`src/rtl/bg_index_fetch.sv`:
```
// bg_index_fetch: two-stage background index fetch with frame-synchronous horizontal scroll (scroll enabled by BG_SCROLL_EN)
module bg_index_fetch (
  input  logic        clk,
  input  logic        reset_n,
  input  logic [9:0]  draw_x,
  input  logic [9:0]  draw_y,
  input  logic        active_in,
  input  logic        hs_in,
  input  logic        vs_in,
  output logic [16:0] rom_addr,
  input  logic [3:0]  rom_data,
  input  logic [8:0]  scroll_x_in,
  input  logic        scroll_load,
  output logic        scroll_ack,
  output logic [3:0]  index_out,
  output logic        active_out,
  output logic        hs_out,
  output logic        vs_out
);
  logic [16:0] addr_q, addr_d;
  logic [3:0]  idx_q;
  logic [1:0]  act_q, hs_q, vs_q;
  logic [8:0]  scroll_cur;
  logic [9:0]  xsum;
  logic [8:0]  xs;
  logic        unused_lsb;

  assign unused_lsb = draw_x[0] ^ draw_y[0];

  // map the pixel onto the half-resolution image, wrapping the column by the scroll offset
  always_comb begin
    xsum   = {1'b0, draw_x[9:1]} + {1'b0, scroll_cur};
    xs     = (xsum >= 10'd320) ? 9'(xsum - 10'd320) : xsum[8:0];
    addr_d = active_in ? ({8'd0, draw_y[9:1]} * 17'd320 + {8'd0, xs}) : 17'd0;
  end

  // address stage, then ROM capture aligned with the two-deep control pipeline
  always_ff @(posedge clk or negedge reset_n)
    if (!reset_n) begin
      addr_q <= 17'd0;
      idx_q  <= 4'd0;
      act_q  <= 2'b00;
      hs_q   <= 2'b11;
      vs_q   <= 2'b11;
    end else begin
      addr_q <= addr_d;
      idx_q  <= act_q[0] ? rom_data : 4'd0;
      act_q  <= {act_q[0], active_in};
      hs_q   <= {hs_q[0], hs_in};
      vs_q   <= {vs_q[0], vs_in};
    end

  assign rom_addr   = addr_q;
  assign index_out  = idx_q;
  assign active_out = act_q[1];
  assign hs_out     = hs_q[1];
  assign vs_out     = vs_q[1];

`ifdef BG_SCROLL_EN
  typedef enum logic {IDLE, PENDING} state_t;
  state_t     state_q, state_d;
  logic [8:0] cur_q, cur_d, pend_q, pend_d, load_val;
  logic       vs_hist_q, ack_q, ack_d, frame_start;

  assign frame_start = vs_hist_q & ~vs_in;
  assign load_val    = (scroll_x_in >= 9'd320) ? scroll_x_in - 9'd320 : scroll_x_in;

  // buffer the requested offset and only commit it at a frame start; a same-cycle load re-arms
  always_comb begin
    state_d = state_q;
    cur_d   = cur_q;
    pend_d  = pend_q;
    ack_d   = 1'b0;
    if (state_q == PENDING && frame_start) begin
      cur_d   = pend_q;
      ack_d   = 1'b1;
      state_d = IDLE;
    end
    if (scroll_load) begin
      pend_d  = load_val;
      state_d = PENDING;
    end
  end

  // scroll state; reset drops any pending offset without acknowledging it
  always_ff @(posedge clk or negedge reset_n)
    if (!reset_n) begin
      state_q   <= IDLE;
      cur_q     <= 9'd0;
      pend_q    <= 9'd0;
      vs_hist_q <= 1'b1;
      ack_q     <= 1'b0;
    end else begin
      state_q   <= state_d;
      cur_q     <= cur_d;
      pend_q    <= pend_d;
      vs_hist_q <= vs_in;
      ack_q     <= ack_d;
    end

  assign scroll_cur = cur_q;
  assign scroll_ack = ack_q;
`else
  logic unused_scroll;
  assign unused_scroll = ^{scroll_x_in, scroll_load};
  assign scroll_cur    = 9'd0;
  assign scroll_ack    = 1'b0;
`endif
endmodule

```
`config.mk`:
```
export PLATFORM = sky130hd
export DESIGN_NAME = bg_index_fetch
export DESIGN_NICKNAME = d
export VERILOG_FILES = /design/src/rtl/bg_index_fetch.sv
export SDC_FILE = /design/constraint.sdc
export NUM_CORES = 1
export LEC_CHECK = 0
export CORE_AREA = 4 4 78 80
export CTS_CLUSTER_SIZE = 40
export DETAILED_ROUTE_END_ITERATION = 6
export DIE_AREA = 0 0 82 84
export HOLD_SLACK_MARGIN = 0.1
export MAX_ROUTING_LAYER = met4
export RECOVER_POWER = 25
export SETUP_SLACK_MARGIN = 0.2
export SLEW_MARGIN = 30
export SYNTH_ARGS = -nofsm -noshare
export SYNTH_HDL_FRONTEND = slang
export SYNTH_SLANG_ARGS = --single-unit
```
`constraint.sdc`:
```
create_clock -name clk -period 0.9 [get_ports clk]
set_input_delay 0.135 -clock clk [delete_from_list [all_inputs] [get_ports clk]]
set_output_delay 0.135 -clock clk [all_outputs]
set_load 0.005 [all_outputs]
```
### After elaboration in Yosys (flattened, before gate mapping)

Index checks and enable logic that the tools add are counted.

| word-level totals | value |
|---|---|
| logic and storage cells | 12 |
| ROM bits | 0 |
| RAM bits | 0 |
| latch bits | 0 |
| bits in registers | 27 |
| memories kept | 0 |
| bits of input ports | 39 |
| output and inout bits | 25 |

| cells by class | value |
|---|---|
| reduce and logical (&&, ||, !) cells | 0 |
| $lt $le $gt $ge | 1 |
| bitwise logic cells | 0 |
| divide/modulo/power cells | 0 |
| equal/unequal tests | 0 |
| multipliers | 1 |
| multiplexer cells | 3 |
| shift operators | 0 |
| add/sub/neg operators | 2 |

Operators with widths:

| cell | count |
|---|---|
| adder 17 x 9 -> 17 bit | 1 |
| 2-to-1 mux 17 bit | 1 |
| multiplier 9 x 3 -> 11 bit, second input constant | 1 |
| >= comparator 9 bit, second input constant | 1 |
| 2-to-1 mux 9 bit | 1 |
| subtractor 9 bit, second input constant | 1 |
| 2-to-1 mux 4 bit | 1 |

### Longest topological paths before layout

Gate-level depths: netlist of run 1.

| depth | value |
|---|---|
| depth in word-level cells | 4 |
| depth in mapped cells | 15 |
| gate-level depth less buffers | 15 |

### Worst setup path before layout of run 1

OpenSTA, ideal clock, no wires.

| timing path | value |
|---|---|
| kind | input-to-reg |
| from | in draw_x[3] |
| to | reg addr_q[16] (netlist: rom_addr[16]) |
| arrival | 2323 ps |
| stages | 13 |
| buffers on the path | 0 |
| setup time | 119 ps |
| required time | 781 ps |
| setup slack | -1542 ps |
| path through | nor4_1 > nand3_1 > nand3_1 > nand2_1 > o21ai_0 > inv_1 > fa_1 > nor2b_1 > o2111ai_1 > nor3b_2 > nand4_2 > and3_1 > o21a_1 |

| between the ends | value |
|---|---|
| longest elaborated chain between the ends | 4 |
| elaborated cells on any way between the ends | 5 |
| those cells by class | add/sub (2); order compare (1); mux (2) |

Ends and longest elaborated chain:

| item | RTL line | text |
|---|---|---|
| start: declaration | 5 | `input logic [9:0] draw_x,` |
| subtractor 9 bit / >= comparator 9 bit (equally long branches) | 33 | `xs = (xsum >= 10'd320) ? 9'(xsum - 10'd320) : xsum[8:0];` |
| 2-to-1 mux 9 bit * | 33 |  |
| adder 17 x 9 -> 17 bit * | 34 | `addr_d = active_in ? ({8'd0, draw_y[9:1]} * 17'd320 + {8'd0, xs}) : 17'd0;` |
| 2-to-1 mux 17 bit * | 34 |  |
| via addr_d[16] | 20 | `logic [16:0] addr_q, addr_d;` |
| end signal: assignment | 46 | `addr_q <= addr_d;` |
| end: declaration | 20 |  |

The timed path passes the listed nets; every way through them passes the cells marked *.

### Final worst setup path of run 1

| timing path | value |
|---|---|
| from | in draw_x[9] |
| to | reg addr_q[16] (netlist: rom_addr[16]) |

Same word-level chain as after synthesis.

==> results of run 1 <==
[Yosys cell counts, types with 2 or more instances]
master / instances
and2_1: 17
nor2b_1: 5
nand3_1: 4
nor2_1: 9
o21ai_1: 2
a211oi_2: 2
nand2_1: 5
a21oi_1: 3
dfstp_2: 4
dfrtp_1: 23
xnor2_1: 6
fa_1: 2
o21a_1: 2
nor3b_1: 4
ha_1: 19
inv_1: 9
o21ai_0: 6
[cells by family after synthesis]
kind of cell / after synthesis / synth area share
buffers and inverters: 11 / 0.0282
AO/OA/AOI/OAI: 24 / 0.112
adder cells (fa/ha/maj): 21 / 0.174
XOR/XNOR: 8 / 0.0486
flip-flops: 27 / 0.427
other: 1 / 0.00235
AND/OR/NAND/NOR: 55 / 0.208
[repair_timing]
action	4_1_cts	5_1_grt
setup endpoints to repair	41	35
hold endpoints to repair	2	3
setup buffers	6	0
pin swaps	31	19
resized for setup	153	16
[stage by stage]
step	utilization	cells	hold WS [ns]	total power (W)
after CTS	0.482	306	0.0796	0.00338
after global placement	0.467	296	0.346	0.00275
after floorplan	-	147	-0.161	0.00205
final	0.488	306	0.0840	0.00337
after global routing	0.488	306	0.0744	0.00365
after detailed placement	0.467	296	0.350	0.00276
[power breakdown]
part | internal, W | switching [W] | total (W)
clock network | 0.000316 | 0.000322 | 0.000638
registers | 0.00133 | 0.0000252 | 0.00135
logic | 0.000786 | 0.000599 | 0.00139
[how the worst min path moves through the flow]
stage,cells after the start,slack (ns),to,start
3_3_place_gp,0,0.35,hs_q[1]$_DFF_PN1_,hs_q[0]$_DFF_PN1_
5_1_grt,2,0.07,rom_addr[2]$_DFF_PN0_,draw_x[3]
2_1_floorplan,0,-0.16,act_q[0]$_DFF_PN0_,reset_n
3_5_place_dp,0,0.35,hs_q[1]$_DFF_PN1_,hs_q[0]$_DFF_PN1_
6_report,2,0.08,rom_addr[3]$_DFF_PN0_,draw_x[4]
4_1_cts,2,0.08,rom_addr[3]$_DFF_PN0_,draw_x[4]
[final cells by class]
class	count	area, um2	area share
flip-flops and latches	27	681	0.258
multi-input cells	109	1130	0.427
clock buffers	4	45.0	0.0171
inverters	9	33.8	0.0128
well taps	72	90.1	0.0342
repair buffers	85	659	0.250
[per-layer routing]
layer / wire length [um] / vias up / share of wire / GRT usage
li1: - / 675 / - / -
met4: 17 / 0 / 0.0051 / 0.0317
met3: 290 / 2 / 0.087 / 0.0194
met1: 1420 / 623 / 0.43 / 0.120
met2: 1590 / 40 / 0.48 / 0.175
met5: 0 / - / 0 / -
[sequential cells by signal, summed over array words and instances, names as in the netlist]
register	cells
act_q	2
hs_q	2
index_out	4
rom_addr	17
vs_q	2
==> out/qor.yml, run 1 <==
run_status:
  status: "complete, but fails checks"
  failed_checks: "negative setup slack"
floorplanning:
  io_pins: 64
  die_area_um2: 6890
  die_y_um: 84
  rows: 27
  fp.dieW_um: 82
  core_area_um2: 5410
  initial_core_util: 0.295
worst_setup_path:
  slowest_stage: "clkdlybuf4s50_1"
  cp_num_cells: 12
  critPathKind: "primary input to register"
  critical-path-top-delay-family: "simple AND/OR/NAND/NOR gates"
  cp_max_fo: 4
  crit_required_ns: 1.06
  arrival_ns: 2.52
  crit_chain: "clkdlybuf4s50_1 > nand3_2 > o21ai_2 > ha_2 > inv_2 > fa_2 > nor2b_4 > o2111ai_2 > nor3b_2 > nand4_2 > and3_4 > o21a_1"
  r2r-end: "index_out[0]$_DFF_PN0_"
  crit_path_end_kind: "register"
  worstSetupStartpointType: "primary input"
  cp-endpoint: "rom_addr[16]$_DFF_PN0_"
  reg2reg_slack_ns: 0.23
  cp_num_buf_inv: 2
  r2r_start: "act_q[0]$_DFF_PN0_"
  slowest_delay_ns: 0.59
  startpoint: "draw_x[9]"
  reg2reg_depth: 1
logic_synthesis:
  synth.distinct_cells: 42
  synth_nets: 207
  syn_inst: 147
  synth.largest_area_cell: "dfrtp_1"
  synth.avg_cell_area_um2: 10.9
  async_reset_ff_frac: 1.00
  synth_top_area_frac: 0.361
  syn_area_um2: 1600
  synth_flop_cell: "dfrtp_1"
  synth-seq-cells: 27
  seq_area_frac_synth: 0.427
  synth_warnings: 0
  synth_edf_count: 0
  synthTopCellsByArea: "dfrtp_1 (36%), ha_1 (15%), and2_1 (6.7%)"
timing:
  period_minus_slack_ns: 2.37
  report.final.slew_viol_count: 0
  fmax_ghz: 0.423
  setup_ws_ns: -1.47
  setup_viol: 13
  finalHoldViolCount: 0
  skew_ns: 0.000640
  finalCritPeriodShare: 2.63
  rsz0062_at_grt: "yes"
  worst_slew_pin_slew_ns: 0.624
  tns_ns: -10.91
  relSlewSlack: 0.584
clock_network:
  cts_buffers: 3
  tritoncts: "yes"
  cts.clk_slew.worst_paths_ns: 0.08
  clock_latency_ns: 0.26
  root_buffer: "clkbuf_8"
  clock_sinks: 27
  htreeDepth: 1
  clock_path_buffers: 2
drt:
  first_pass_iters: 4
  drtIter0Drc: 21
  vias: 1340
  viasPerCell: 4.38
  routed_wl_um: 3320
  route.detailed.drc: 0
  antenna_left: 0
  avgRoutedWirePerCell_um: 10.9
power:
  leakagePower_nw: 1.20
  vdd_ir_drop_max_mv: 0.641
  power.density_nw_per_um2: 1280
final_layout:
  layout_commonest_cell: "buf_4"
  fill_cells: 502
  area_growth_pct: 65.2
  final_cell_mix: "buf_4 (30), buf_2 (24), dfrtp_1 (23)"
  final_net_count: 295
  design_area_um2: 2640
  num_antenna_cells: 0
  drive_gt1_frac: 0.509
global_route:
  grtUsageTotal: 0.103
  antenna_found_initial: 0
  grt_pass1_wl_um: 5550
  overflow: 0
  grt_pass1_vias: 1312
  grt_max_degree: 28
worst_hold_path:
  min_path_type: "primary input to register"
place:
  portBuffers: 50
  globalplace.congestion: 0.691
  dp.final_hpwl_um: 2770
  dp_slack_ns: -2.08
  placed_cell_area_um2: 2530
flow_run:
  drv_cap: 0
Power figures use the tool's default switching activity.
==> inputs of run 2 (changes only) <==
- CTS_CLUSTER_SIZE: 40 -> 24
- RECOVER_POWER: 25 -> 100
==> out/qor.yml, run 2 (synthesized netlist as in run 1, its figures left out) <==
worst_setup_path:
  slowest_stage: "clkdlybuf4s50_1"
  crit_path_end_kind: "register"
  crit_required_ns: 1.06
  worstSetupStartpointType: "primary input"
  cp_max_fo: 4
  arrival_ns: 2.52
  slowest_delay_ns: 0.59
  crit_chain: "clkdlybuf4s50_1 > nand3_2 > o21ai_2 > ha_2 > inv_2 > fa_2 > nor2b_4 > o2111ai_2 > nor3b_2 > nand4_2 > and3_4 > o21a_1"
  critPathKind: "primary input to register"
place:
  dp.final_hpwl_um: 2770
  dpl.cell_count: 296
  globalplace.congestion: 0.691
  portBuffers: 50
drt:
  avgRoutedWirePerCell_um: 10.9
  route.detailed.drc: 0
  first_pass_iters: 4
  viasPerCell: 4.38
  routed_wl_um: 3320
  vias: 1339
  drtIter0Drc: 21
  antenna_left: 0
run_status:
  failed_checks: "negative setup slack"
  status: "complete, but fails checks"
clock_network:
  root_buffer: "clkbuf_8"
  clock_latency_ns: 0.26
  clock_path_buffers: 2
  cts.clk_slew.worst_paths_ns: 0.08
  tritoncts: "yes"
  clock_sinks: 27
  cts_buffers: 3
  htreeDepth: 1
timing:
  skew_ns: 0.000622
  tns_ns: -10.91
  setup_viol: 13
  relSlewSlack: 0.584
  finalCritPeriodShare: 2.63
  report.final.slew_viol_count: 0
  period_minus_slack_ns: 2.37
  finalHoldViolCount: 0
  fmax_ghz: 0.423
  rsz0062_at_grt: "yes"
  setup_ws_ns: -1.47
  worst_slew_pin_slew_ns: 0.624
final_layout:
  num_antenna_cells: 0
  largest_register_ff_count: 17
  area_growth_pct: 65.2
  final_cell_mix: "buf_4 (30), buf_2 (24), dfrtp_1 (23)"
  drive_gt1_frac: 0.509
  final_net_count: 295
  stdcell_count: 306
  layout_commonest_cell: "buf_4"
global_route:
  grtUsageTotal: 0.103
  grt_pass1_vias: 1312
  grt_max_degree: 28
  grt_pass1_wl_um: 5550
  antenna_found_initial: 0
  overflow: 0
floorplanning:
  initial_core_util: 0.295
  io_pins: 64
  core_area_um2: 5410
  die_y_um: 84
  rows: 27
  fp.dieW_um: 82
  die_area_um2: 6890
power:
  power.density_nw_per_um2: 1280
  leakagePower_nw: 1.20
  vdd_ir_drop_max_mv: 0.637
worst_hold_path:
  min_path_type: "primary input to register"
flow_run:
  drv_cap: 0
## run 2: where the power goes
part	total (W)	internal [W]	switching, W
clock network	0.000638	0.000316	0.000322
registers	0.00135	0.00133	0.0000252
logic	0.00138	0.000784	0.000599
total	0.00337	0.00243	0.000946
## run 2: path summary, 6_finish.rpt
path | to | cells after the start | from | slack (ns)
setup / recovery | rom_addr[16]$_DFF_PN0_ | 12 | draw_x[9] | -1.47
hold / removal | rom_addr[3]$_DFF_PN0_ | 2 | draw_x[4] | 0.08
setup reg to reg | index_out[0]$_DFF_PN0_ | 1 | act_q[0]$_DFF_PN0_ | 0.23
hold reg to reg | hs_q[1]$_DFF_PN1_ | 0 | hs_q[0]$_DFF_PN1_ | 0.36
max in group asynchronous | rom_addr[14]$_DFF_PN0_ | 2 | reset_n | 0.16
min in group asynchronous | rom_addr[3]$_DFF_PN0_ | 2 | reset_n | 0.34
## run 2: metrics by stage
step           hold slack (ns)  worst slack [ns]  power [W]  instance area, um2  utilization
2_1_floorplan           -0.161             -1.46    0.00205                1700            -
3_3_place_gp             0.346             -2.07    0.00275                2530        0.467
3_5_place_dp             0.350             -2.08    0.00276                2530        0.467
4_1_cts                 0.0796             -1.43    0.00338                2610        0.482
5_1_grt                 0.0744             -1.60    0.00365                2640        0.488
6_report                0.0843             -1.47    0.00337                2640        0.488
## run 2: critical path, delay by kind of cell
family / cells / cell delay [ns]
compound gates: 3 / 0.38
buf+inv: 2 / 0.63
simple gates: 5 / 0.82
fa+ha+maj: 2 / 0.54
## run 2: timing repair
item,in CTS,in global routing
endpoints found under the setup margin,41,35
endpoints found under the hold margin,2,3
setup buffers,6,0
pin swaps,31,19
resized for setup,153,16
## run 2: final cells by class
cell class,instances,area [um2]
Inverter,9,33.8
Clock buffer,4,45.0
Tap cell,72,90.1
Fill cell,502,2770
Timing Repair Buffer,85,659
Sequential cell,27,681
Multi-Input combinational cell,109,1130
## run 2: layer usage
layer	wire [um]	GRT usage	up-vias
met3	289	0.0194	2
li1	-	-	675
met2	1590	0.175	40
met1	1430	0.120	622
met5	0	-	-
met4	17	0.0317	0
==> inputs of run 3 (changes only) <==
- CTS_CLUSTER_SIZE: 24 -> 16
==> results of run 3 <==
No change in the layout: final DEF, timing and power equal those of run 2.
